`config.mk`:
```
export PLATFORM = sky130hd
export DESIGN_NAME = sm_icache
export DESIGN_NICKNAME = d
export VERILOG_FILES = /design/src/rtl/sm_icache_pkg.sv /design/src/rtl/sm_icache_fill.sv /design/src/rtl/sm_icache.sv
export SDC_FILE = /design/constraint.sdc
export NUM_CORES = 1
export LEC_CHECK = 0
export CAP_MARGIN = 10
export CELL_PAD_IN_SITES_DETAIL_PLACEMENT = 0
export CELL_PAD_IN_SITES_GLOBAL_PLACEMENT = 1
export CORE_AREA = 4 4 334 336
export DETAILED_ROUTE_END_ITERATION = 10
export DIE_AREA = 0 0 338 340
export PLACE_DENSITY = 0.82
export SYNTH_ARGS = -nofsm -noshare
export SYNTH_HDL_FRONTEND = slang
export SYNTH_SLANG_ARGS = --single-unit
```
`constraint.sdc`:
```
create_clock -name clk -period 5.6 [get_ports clk]
set_input_delay 0.56 -clock clk [delete_from_list [all_inputs] [get_ports clk]]
set_output_delay 0.56 -clock clk [all_outputs]
set_load 0.01 [all_outputs]
```
`src/rtl/sm_icache_pkg.sv`:
```
// Shared definitions for the direct-mapped instruction cache: FSM state
// encodings and address field helpers used by the top and the fill sequencer.
package sm_icache_pkg;

  localparam logic [0:0] ST_IDLE = 1'b0;
  localparam logic [0:0] ST_FILL = 1'b1;

  // Extract an unsigned bit field [lsb +: width] from a word address.
  function automatic logic [31:0] addr_field(input logic [31:0] addr, input int lsb,
                                             input int width);
    return (addr >> lsb) & ((32'd1 << width) - 32'd1);
  endfunction

  // Line-aligned base of a word address (offset bits cleared).
  function automatic logic [31:0] line_align(input logic [31:0] addr, input int off_w);
    return (addr >> off_w) << off_w;
  endfunction

endpackage

```
`src/rtl/sm_icache_fill.sv`:
```
// Line refill sequencer: walks the ROM one word at a time with a programmable
// per-word wait and strobes each captured word to the cache arrays.
module sm_icache_fill
  import sm_icache_pkg::*;
#(
  parameter int LINE_WORDS = 4,
  parameter int MEM_WAIT   = 2,
  localparam int OFF_W     = $clog2(LINE_WORDS)
) (
  input  logic             clk,
  input  logic             rst_n,
  input  logic             start,
  input  logic [31:0]      base,
  input  logic             flush,
  output logic             mem_rd,
  output logic [31:0]      mem_addr,
  output logic [31:0]      line_base,
  output logic             cap,
  output logic [OFF_W-1:0] cap_word,
  output logic             cap_last,
  output logic [0:0]       state
);

  localparam int WAIT_W = (MEM_WAIT > 0) ? $clog2(MEM_WAIT + 1) : 1;

  logic [WAIT_W-1:0] wait_cnt;
  logic [OFF_W-1:0]  word_cnt;
  logic              wait_done;

  assign wait_done = (wait_cnt == WAIT_W'(MEM_WAIT));
  // A flush in the capture cycle aborts the fill, so it must not strobe.
  assign cap       = (state == ST_FILL) && wait_done && !flush;
  assign cap_last  = cap && (word_cnt == OFF_W'(LINE_WORDS - 1));
  assign cap_word  = word_cnt;
  assign mem_rd    = (state == ST_FILL);

  always_ff @(posedge clk or negedge rst_n) begin
    if (!rst_n) begin
      state     <= ST_IDLE;
      line_base <= '0;
      mem_addr  <= '0;
      word_cnt  <= '0;
      wait_cnt  <= '0;
    end else begin
      case (state)
        ST_IDLE: begin
          if (start) begin
            state     <= ST_FILL;
            line_base <= base;
            mem_addr  <= base;
            word_cnt  <= '0;
            wait_cnt  <= '0;
          end
        end
        default: begin
          if (flush) begin
            state <= ST_IDLE;
          end else if (wait_done) begin
            wait_cnt <= '0;
            word_cnt <= word_cnt + OFF_W'(1);
            if (cap_last) state <= ST_IDLE;
            else mem_addr <= line_base + 32'(word_cnt) + 32'd1;
          end else begin
            wait_cnt <= wait_cnt + WAIT_W'(1);
          end
        end
      endcase
    end
  end

endmodule

```
`src/rtl/sm_icache.sv`:
```
// Direct-mapped instruction cache: same-cycle hits from flop arrays, line
// refill through sm_icache_fill on a miss, flush and saturating statistics.
module sm_icache
  import sm_icache_pkg::*;
#(
  parameter int LINE_WORDS = 4,
  parameter int LINES      = 8,
  parameter int MEM_WAIT   = 2,
  parameter int CNT_W      = 16
) (
  input  logic             clk,
  input  logic             rst_n,
  input  logic             cpu_req,
  input  logic [31:0]      cpu_addr,
  output logic             cpu_ready,
  output logic [31:0]      cpu_rdata,
  input  logic             flush,
  output logic             mem_rd,
  output logic [31:0]      mem_addr,
  input  logic [31:0]      mem_rdata,
  output logic [CNT_W-1:0] hit_cnt,
  output logic [CNT_W-1:0] miss_cnt,
  output logic [0:0]       dbg_state
);

  localparam int OFF_W = $clog2(LINE_WORDS);
  localparam int IDX_W = $clog2(LINES);
  localparam int TAG_W = 32 - OFF_W - IDX_W;

  logic [TAG_W-1:0] tag_arr  [LINES];
  logic [31:0]      data_arr [LINES][LINE_WORDS];
  logic [LINES-1:0] valid;

  logic [OFF_W-1:0] off;
  logic [IDX_W-1:0] idx, fidx;
  logic [TAG_W-1:0] tag, ftag;
  logic             hit, miss_start;
  logic [31:0]      line_base;
  logic             cap, cap_last;
  logic [OFF_W-1:0] cap_word;

  assign off  = OFF_W'(addr_field(cpu_addr, 0, OFF_W));
  assign idx  = IDX_W'(addr_field(cpu_addr, OFF_W, IDX_W));
  assign tag  = TAG_W'(addr_field(cpu_addr, OFF_W + IDX_W, TAG_W));
  assign fidx = IDX_W'(addr_field(line_base, OFF_W, IDX_W));
  assign ftag = TAG_W'(addr_field(line_base, OFF_W + IDX_W, TAG_W));

  // Flush masks the lookup so it always wins over a hit or a new miss.
  assign hit        = (dbg_state == ST_IDLE) && cpu_req && valid[idx] &&
                      (tag_arr[idx] == tag) && !flush;
  assign miss_start = (dbg_state == ST_IDLE) && cpu_req && !hit && !flush;
  assign cpu_ready  = hit;
  assign cpu_rdata  = hit ? data_arr[idx][off] : 32'd0;

  sm_icache_fill #(
    .LINE_WORDS(LINE_WORDS),
    .MEM_WAIT  (MEM_WAIT)
  ) u_fill (
    .clk      (clk),
    .rst_n    (rst_n),
    .start    (miss_start),
    .base     (line_align(cpu_addr, OFF_W)),
    .flush    (flush),
    .mem_rd   (mem_rd),
    .mem_addr (mem_addr),
    .line_base(line_base),
    .cap      (cap),
    .cap_word (cap_word),
    .cap_last (cap_last),
    .state    (dbg_state)
  );

  // Arrays hold no reset; valid bits alone decide what may hit.
  always_ff @(posedge clk) begin
    if (cap) data_arr[fidx][cap_word] <= mem_rdata;
    if (cap_last) tag_arr[fidx] <= ftag;
  end

  always_ff @(posedge clk or negedge rst_n) begin
    if (!rst_n) begin
      valid    <= '0;
      hit_cnt  <= '0;
      miss_cnt <= '0;
    end else begin
      if (flush) valid <= '0;
      else if (cap_last) valid[fidx] <= 1'b1;
      if (hit && (hit_cnt != '1)) hit_cnt <= hit_cnt + CNT_W'(1);
      if (miss_start && (miss_cnt != '1)) miss_cnt <= miss_cnt + CNT_W'(1);
    end
  end

endmodule

```
==> reports/metrics.csv, run 1 <==
metric,value,unit
h-tree-depth,4,
yosys.area_share.xor_xnor,1.27,%
cp_slowest_cell,or4_4,
cp-start-kind,register,
synthAdderAreaFrac,0.142,%
power.leakage,19.7,nW
yosysUniqueCellTypes,55,
grt_start_max_net_pins,162,
synth-seq-cells,1347,
cts-root-buf,clkbuf_16,
setup_viol,0,
synthCells,2452,
setup.worst_path.start,tag_arr[2][23]$_DFFE_PP_,
die_area,115000,µm²
post-route-period-util,88.2,%
finalCriticalPeriod,4.94,ns
cp_max_fo,39,
post-dp-hpwl,66.0,mm
hold_class,primary input to register,
synthArstFlopShare,7.94,%
synth-edff-count,1240,
status,"complete, no violations",
cts.path.max_buffers,3,
syn-num-nets,2526,
initial_core_util,48.7,%
yosys.area_share.simple,2.72,%
io_pins,167,
die_h,340,µm
worst_pin_slew,1.11,ns
yosysWarnings,0,
clock_skew,0.0373,ns
r2r-end,u_fill.line_base[11]$_DFFE_PN0P_,
drive_gt1_share,25.3,%
drc,0,
firstDrtPassIters,5,
syn_avg_cell_area,21.6,µm²
vias_per_cell,6.14,
wirelength,127,mm
syn_to_final_growth,15.6,%
worstPathRequired,5.04,ns
ant_nets,0,
hold_violations,0,
grt_util_all_layers,22.3,%
fmaxAchievable,202,MHz
wire_per_inst,30.1,µm
place_congestion,0.799,
criticalPathCategory,register to output pin,
filler_cell_count,7711,
synth_mux_area_share,18.2,%
portBuffers,166,
r2r_cells,9,
synth_top_family_by_area,multiplexers,
die_x,338,µm
gr-total-overflow,0,
antenna_found_initial,3,
drtIter0Drc,3248,
fin_tns_setup,0,ns
drv_slew,0,
ir_drop,0.000251,V
rsz0062_at_grt,false,
synth-compound-area-share,1.11,%
clk_pin_slew,0.06,ns
core_area,109000,µm²
p_per_area,359,nW/µm²
crit_path_end,cpu_rdata[2],
crit_chain,"mux4_2, mux2i_1, xor2_1, o2111ai_1, or4_1, or4_4, nor2_1, clkdlybuf4s50_1",
cts_buffers,137,
cts_sinks,1347,
worstSkewPairLatency,0.76,ns
synth-seq-area-share,75.5,%
grt_pass1_wl,185,mm
worstReg2RegStart,tag_arr[2][23]$_DFFE_PP_,
ys.flop_type,edfxtp_1,
slew_headroom,25.4,%
crit_arrival,4.38,ns
cap_viol_max_count,0,
cts_setup_buffers,0,
holdWs,0.336,ns
final_nets,2770,
syn-cell-area,52900,µm²
grt_pass1_vias,26900,
max_stage_delay,0.77,ns
endpoint_kind,output pin,
cts_tree,yes,
vias,25900,
num_rows,121,
rrSetupSlack,1.62,ns
sequential cells by signal (all words and copies together) (netlist names):
signal and cells:
u_fill.mem_rd 1, miss_cnt 16, valid 8, hit_cnt 16, u_fill.cap_word 2, u_fill.line_base 30, tag_arr 216, u_fill.wait_cnt 2
data_arr 1024, u_fill.mem_addr 32
through the flow:
stage,power (mW),instance area (µm²),utilization [%],cells,setup WS [ns]
2_1_floorplan,12.5,52900,-,2452,0.796
3_3_place_gp,13.2,56600,52.2,3969,0.669
3_5_place_dp,13.3,56600,52.2,3969,0.626
4_1_cts,22.1,61000,56.2,4215,0.548
5_1_grt,22.7,61100,56.3,4217,0.455
6_report,22.0,61100,56.3,4218,0.660
synth_stat cells (5+ instances only):
cell type / instances / share of area, %
inv_1: 6 / 0.043
xor2_1: 49 / 0.81
and4_1: 5 / 0.083
nor3b_1: 5 / 0.071
buf_1: 22 / 0.16
edfxtp_1: 1240 / 70
and3_1: 16 / 0.19
buf_2: 26 / 0.25
a22o_1: 11 / 0.18
a221oi_1: 6 / 0.099
a22oi_1: 10 / 0.14
buf_6: 5 / 0.11
dfrtp_1: 107 / 5.1
mux2i_1: 99 / 1.9
clkbuf_1: 63 / 0.45
mux4_2: 352 / 15
nand3_1: 26 / 0.25
buf_4: 7 / 0.099
nand4_1: 20 / 0.24
xnor2_1: 26 / 0.43
ha_1: 6 / 0.14
a31o_2: 5 / 0.083
nor3_1: 16 / 0.15
nor2_1: 135 / 0.96
o21ai_0: 5 / 0.047
nand2_1: 36 / 0.26
mux2_2: 54 / 1.2
mux2_1: 6 / 0.13
a21oi_1: 37 / 0.35
cell families after synthesis:
group                      Yosys count
DFF                               1347
muxes                              511
and+or+nand+nor                    295
buffers and inverters              129
AOI/OAI and AO/OA                   88
xor gates and xnor gates            76
adders and majority gates            6
how the worst min path moves through the flow:
stage / startpoint / to / slack [ns] / cells after the start
after floorplan: rst_n / hit_cnt[0]$_DFFE_PN0P_ / 0.26 / 0
after global placement: valid[6]$_DFFE_PN0P_ / valid[6]$_DFFE_PN0P_ / 0.48 / 2
after detailed placement: u_fill.mem_addr[22]$_DFFE_PN0P_ / u_fill.mem_addr[22]$_DFFE_PN0P_ / 0.48 / 1
after CTS: cpu_addr[4] / u_fill.line_base[4]$_DFFE_PN0P_ / 0.29 / 2
after global routing: cpu_addr[4] / u_fill.line_base[4]$_DFFE_PN0P_ / 0.32 / 2
final: cpu_addr[4] / u_fill.line_base[4]$_DFFE_PN0P_ / 0.34 / 2
power by group:
group / total [mW] / internal (mW) / leakage [nW] / switching [mW]
Combinational: 1.45 / 0.724 / 5.08 / 0.730
Sequential: 11.6 / 11.3 / 12.5 / 0.334
Clock: 8.88 / 5.01 / 2.11 / 3.87
layout by cell type, fill, tap and decap left out, types with 7 or more instances in the layout:
cell             netlist  layout
mux4_2               352     352
clkinv_2               0      17
nor2_4                 0      28
nor3_1                16      12
a21oi_1               37      37
nand4_1               20      20
xnor2_1               26      26
a22o_1                11      11
clkbuf_16              0     140
nor2_1               135     107
mux2_2                54      54
mux2i_1               99      99
xor2_1                49      49
edfxtp_1            1240    1240
buf_4                  7      45
bufinv_16              0       7
and3_1                16      16
clkinvlp_4             0       7
clkbuf_1              63      32
dfrtp_1              107     106
nand2_1               36      36
buf_12                 0      17
clkinv_1               0      24
clkdlybuf4s50_1        0     160
nand3_1               26      26
a22oi_1               10      10
critical path: cells and delay by family, from the launching register on:
kind,cells,cell delay (ns)
buffers and inverters,1,0.57
DFF,1,0.38
xor gates and xnor gates,1,0.26
and+or+nand+nor,3,1.56
AOI/OAI and AO/OA,1,0.15
muxes,2,0.69
layer usage:
metal  wire length (µm)  GRT usage, %  vias up
met1              48200          30.4    13600
met3              11600          5.00      235
met4               3790          7.19        0
li1                   -             -    10700
met5                  0             0        -
met2              63300          36.3     1391
layout make-up:
cell class	count	area, µm²	area share [%]
repair buffers	228	2360	3.87
clock buffers	174	3650	5.98
clock inverters	71	751	1.23
flip-flops and latches	1347	39900	65.3
well taps	1414	1770	2.90
diodes	2	5.00	0.00819
inverters	6	22.5	0.0369
multi-input cells	976	12600	20.6
what timing repair did:
item,in CTS,in global routing
hold buffers,1,0
gates resized for setup,0,0
endpoints found under the hold margin,54,0
Power figures use the tool's default switching activity.
==> inputs of run 2 (changes only) <==
--- a/config.mk
+++ b/config.mk
@@ -12,6 +12,7 @@
 export DETAILED_ROUTE_END_ITERATION = 10
 export DIE_AREA = 0 0 338 340
 export PLACE_DENSITY = 0.82
+export REMOVE_ABC_BUFFERS = 1
 export SYNTH_ARGS = -nofsm -noshare
 export SYNTH_HDL_FRONTEND = slang
 export SYNTH_SLANG_ARGS = --single-unit
==> reports/metrics.csv, run 2 (synthesis gave the netlist of run 1 again) <==
metric,value,unit,change
drive_gt1_share,25.9,%,+0.58 points
hold_violations,0,,unchanged
criticalPathCategory,primary input to output pin,,
setup_viol,0,,unchanged
cp-start-kind,primary input,,
busiest_layer,met2,,
vias,26200,,+1.0%
syn_to_final_growth,16.1,%,
die_h,340,µm,unchanged
grt_util_all_layers,22.3,%,-0.023 points
regMostFlops,data_arr,,
grt_pass1_vias,27300,,+1.4%
wire_per_inst,29.9,µm,-0.71%
initial_core_util,48.7,%,unchanged
io_pins,167,,unchanged
fin_area,61400,µm²,+0.47%
placed_cell_area,56700,µm²,about the same
layout_commonest_cell,edfxtp_1,,
worst_pin_slew,1.16,ns,+0.0407 ns
cap_viol_max_count,0,,unchanged
h-tree-depth,4,,unchanged
final_nets,2776,,+0.22%
grt.met2_usage,36.3,%,+0.098 points
num_rows,121,,unchanged
portBuffers,166,,unchanged
use_met1,31.0,%,+0.59 points
antenna_found_initial,5,,+2
core_area,109000,µm²,unchanged
vias_per_cell,6.18,,+0.61%
pre_cts_ws,0.494,ns,-0.132 ns
post-route-period-util,90.3,%,+2.1 points
setup_slack,0.543,ns,-0.117 ns
drv_slew,0,,unchanged
cts_tree,yes,,
drtIter0Drc,3213,,-1.1%
ant_nets,0,,unchanged
gr-total-overflow,0,,unchanged
p_per_area,366,nW/µm²,+1.8%
cts.path.max_buffers,3,,unchanged
holdWs,0.340,ns,+0.00380 ns
die_area,115000,µm²,unchanged
post-dp-hpwl,66.4,mm,+0.58%
grt_start_max_net_pins,125,,-23%
die_x,338,µm,unchanged
cts_resized,0,,unchanged
status,"complete, no violations",,
cp_max_fo,42,,+7.7%
place_congestion,0.796,,-0.38%
largest_reg_flops,1024,,unchanged
cts-root-buf,clkbuf_16,,
hold_class,primary input to asynchronous set/reset pin,,
finalCriticalPeriod,5.06,ns,+0.117 ns
final_cell_mix,"edfxtp_1, mux4_2, clkdlybuf4s50_1",,
drc,0,,unchanged
power.leakage,19.8,nW,+0.83%
worstPathRequired,5.04,ns,about the same
crit_arrival,4.50,ns,+0.12 ns
placed_cells,3976,,+0.18%
wirelength,126,mm,-0.28%
grt_pass1_wl,187,mm,+1.3%
rsz0062_at_grt,false,,
endpoint_kind,output pin,,
ir_drop,0.000304,V,+21%
slew_headroom,22.7,%,-2.7 points
final_cells,4236,,+0.43%
largestRegisters,"data_arr x1024, tag_arr x216, u_fill.mem_addr x32",,
clock_skew,0.0396,ns,+0.00237 ns
fmaxAchievable,198,MHz,-2.3%
firstDrtPassIters,5,,unchanged
cts_buffers,137,,unchanged
fin_tns_setup,0,ns,unchanged
clk_pin_slew,0.05,ns,about the same
cts_sinks,1347,,unchanged
worstSkewPairLatency,0.75,ns,about the same
met3_usage,4.86,%,-0.14 points
filler_cell_count,7655,,-0.73%
==> run 2: cell count changes in the layout (fill, tap and decap cells not counted), sizes merged <==
| cell | change |
|---|---|
| buf | +6 |
| bufinv | +12 |
| clkbuf | -9 |
| clkinv | +4 |
| clkinvlp | +1 |
| diode | +3 |
| inv | +1 |
==> run 2: per-stage QoR <==
| stage | util, % | power, mW |
|---|---|---|
| finish | 56.5 | 22.5 |
| global route | 56.5 | 23.2 |
| CTS | 56.5 | 22.6 |
| detailed placement | 52.2 | 13.3 |
| global placement | 52.2 | 13.2 |
| floorplan | - | 12.4 |
==> run 2: report_power, final <==
group / switching, mW / internal, mW / total, mW
clock: 3.85 / 5.54 / 9.39
sequential: 0.307 / 11.3 / 11.6
combinational: 0.739 / 0.726 / 1.46
total: 4.90 / 17.6 / 22.5
==> run 2: what timing repair did <==
item,4_1_cts,5_1_grt
hold buffers,1,0
setup buffers,0,0
endpoints found under the hold margin,32,0
==> run 2: area by class of cell <==
cell class	count	area (µm²)	share of cell area, %
Clock inverter	89	1040	1.70
Clock buffer	165	3630	5.91
Tap cell	1414	1770	2.88
Timing Repair Buffer	234	2380	3.87
Antenna cell	5	12.5	0.0204
Inverter	6	22.5	0.0367
Multi-Input combinational cell	976	12600	20.5
Sequential cell	1347	39900	65.0
==> run 2: critical path: stages <==
cell,delay [ns]
buf_8,0.33
buf_4,0.41
mux4_2,0.54
mux2i_1,0.19
xor2_1,0.21
nand3_1,0.09
or4_1,0.41
or4_4,0.78
nor2_1,0.26
clkdlybuf4s50_1,0.57
==> run 2: metal layers <==
metal / routed length (µm) / vias up
met1: 48900 / 13900
li1: - / 10700
met5: 23 / -
met2: 63000 / 1395
met4: 2970 / 4
met3: 11600 / 220
==> run 2: path summary, 6_finish.rpt <==
path,startpoint,endpoint,slack [ns],cells past startpoint
min in group clk,cpu_addr[4],u_fill.line_base[4]$_DFFE_PN0P_,0.45,2
min,rst_n,hit_cnt[5]$_DFFE_PN0P_,0.34,2
min reg2reg,miss_cnt[14]$_DFFE_PN0P_,miss_cnt[14]$_DFFE_PN0P_,0.50,1
max in group asynchronous,rst_n,u_fill.mem_addr[30]$_DFFE_PN0P_,3.83,3
max reg2reg,tag_arr[7][23]$_DFFE_PP_,u_fill.line_base[30]$_DFFE_PN0P_,1.34,8
max,cpu_addr[2],cpu_rdata[0],0.54,10
==> inputs of run 3 (changes only) <==
--- a/config.mk
+++ b/config.mk
@@ -9,6 +9,7 @@
 export CELL_PAD_IN_SITES_DETAIL_PLACEMENT = 0
 export CELL_PAD_IN_SITES_GLOBAL_PLACEMENT = 1
 export CORE_AREA = 4 4 334 336
+export CTS_CLUSTER_SIZE = 14
 export DETAILED_ROUTE_END_ITERATION = 10
 export DIE_AREA = 0 0 338 340
 export PLACE_DENSITY = 0.82
==> reports/metrics.csv, run 3 (synthesis gave the netlist of run 1 again) <==
metric,value,unit,change
status,"complete, no violations",,
worst_pin_slew,1.17,ns,+0.00995 ns
finalCoreUtilization,56.4,%,-0.13 points
grt_start_max_net_pins,125,,unchanged
final_nets,2776,,unchanged
worstSkewPairLatency,0.74,ns,about the same
cts_tree,yes,,
firstDrtPassIters,6,,+1
drive_gt1_share,25.6,%,-0.28 points
endpoint_kind,output pin,,
syn_to_final_growth,15.8,%,
worstReg2RegStart,tag_arr[3][23]$_DFFE_PP_,,
cts-root-buf,clkbuf_16,,
clock_skew,0.0452,ns,+0.00554 ns
die_area,115000,µm²,unchanged
power.leakage,19.8,nW,-0.30%
drv_slew,0,,unchanged
cp-start-kind,primary input,,
gr-total-overflow,0,,unchanged
largest_reg_flops,1024,,unchanged
placed_cells,3976,,unchanged
antenna_found_initial,5,,unchanged
criticalPathCategory,primary input to output pin,,
place_congestion,0.796,,unchanged
io_pins,167,,unchanged
cap_viol_max_count,0,,unchanged
largestRegisters,"data_arr x1024, tag_arr x216, u_fill.mem_addr x32",,
slew_headroom,22.1,%,-0.67 points
ant_nets,0,,unchanged
die_x,338,µm,unchanged
setup.worst_path.start,cpu_addr[2],,
drc,0,,unchanged
post-dp-hpwl,66.4,mm,unchanged
cts_resized,0,,unchanged
vias_per_cell,6.14,,-0.64%
cts_sinks,1347,,unchanged
post-route-period-util,90.1,%,-0.23 points
setup_viol,0,,unchanged
cts_setup_buffers,0,,unchanged
layout_commonest_cell,edfxtp_1,,
vias,26000,,-0.64%
cts.path.max_buffers,3,,unchanged
cts_buffers,137,,unchanged
initial_core_util,48.7,%,unchanged
num_rows,121,,unchanged
hold_buffers,1,,unchanged
cp_max_fo,42,,unchanged
fmaxAchievable,198,MHz,+0.25%
ir_drop,0.000304,V,about the same
grt_pass1_wl,185,mm,-1.0%
portBuffers,166,,unchanged
wirelength,125,mm,-1.0%
worstPathRequired,5.04,ns,about the same
grt_util_all_layers,22.1,%,-0.19 points
core_area,109000,µm²,unchanged
final_cell_mix,"edfxtp_1, mux4_2, clkdlybuf4s50_1",,
wire_per_inst,29.5,µm,-1.0%
crit_arrival,4.48,ns,-0.02 ns
die_h,340,µm,unchanged
drtIter0Drc,3214,,+0.031%
regMostFlops,data_arr,,
h-tree-depth,4,,unchanged
p_per_area,363,nW/µm²,-0.89%
clk_pin_slew,0.05,ns,about the same
rsz0062_at_grt,false,,
hold_violations,0,,unchanged
grt_pass1_vias,27100,,-0.75%
hold_class,primary input to asynchronous set/reset pin,,
finalCriticalPeriod,5.04,ns,-0.0127 ns
final_cells,4236,,unchanged
run 3: cell count changes in the layout (fill, tap and decap cells not counted):
cell and change:
inv_16 +2, clkbuf_8 +1, clkinv_2 -2, clkinv_1 +2, clkinv_8 -1, clkinv_16 -1
clkinvlp_4 -2, bufinv_16 -5, clkbuf_1 +6
run 3: worst paths after layout:
check | depth (start not counted) | slack, ns | to
worst max-delay path | 10 | 0.56 | cpu_rdata[26]
worst min-delay path | 2 | 0.34 | hit_cnt[5]$_DFFE_PN0P_
worst max register to register | 8 | 1.33 | u_fill.line_base[30]$_DFFE_PN0P_
worst min register to register | 1 | 0.50 | miss_cnt[14]$_DFFE_PN0P_
max in group asynchronous | 3 | 3.85 | u_fill.mem_rd$_DFF_PN0_
min in group clk | 2 | 0.46 | u_fill.line_base[4]$_DFFE_PN0P_
run 3: area by class of cell:
cell class | count | area (µm²)
antenna | 5 | 12.5
fill | 7683 | 47300
sequential | 1347 | 39900
tap | 1414 | 1770
multi-input combinational | 976 | 12600
clock buffer | 172 | 3660
inverter | 6 | 22.5
timing repair buffer | 234 | 2380
clock inverter | 82 | 871
run 3: stage by stage:
step	hold WS [ns]	power, mW	cell area, µm²	worst slack, ns	TNS (ns)
finish	0.339	22.2	61200	0.555	0
global placement	0.474	13.2	56700	0.556	0
detailed placement	0.484	13.3	56700	0.494	0
CTS	0.312	22.4	61200	0.491	0
global route	0.371	23.0	61200	0.320	0
floorplan	0.264	12.4	52300	-1.32	-88.39
run 3: layer usage:
metal | part of all wire, % | wire length, µm | vias up | GRT usage [%]
met5 | 0.018 | 23 | - | 0
met4 | 2.3 | 2880 | 4 | 5.92
met3 | 9.3 | 11600 | 197 | 4.73
met2 | 50 | 62100 | 1394 | 35.7
met1 | 39 | 48500 | 13700 | 31.0
li1 | - | - | 10700 | -
run 3: power by group:
group          internal [mW]  total [mW]  switching (mW)
clock network           5.33        9.14            3.81
registers               11.3        11.6           0.308
logic                  0.726        1.46           0.736
total                   17.3        22.2            4.86
run 3: worst max-delay path, cell delays in order:
cell             delay, ns
buf_8                 0.34
buf_4                 0.41
mux4_2                0.54
mux2i_1               0.20
xor2_1                0.21
nand3_1               0.09
or4_1                 0.41
or4_4                 0.78
nor2_1                0.24
clkdlybuf4s50_1       0.56
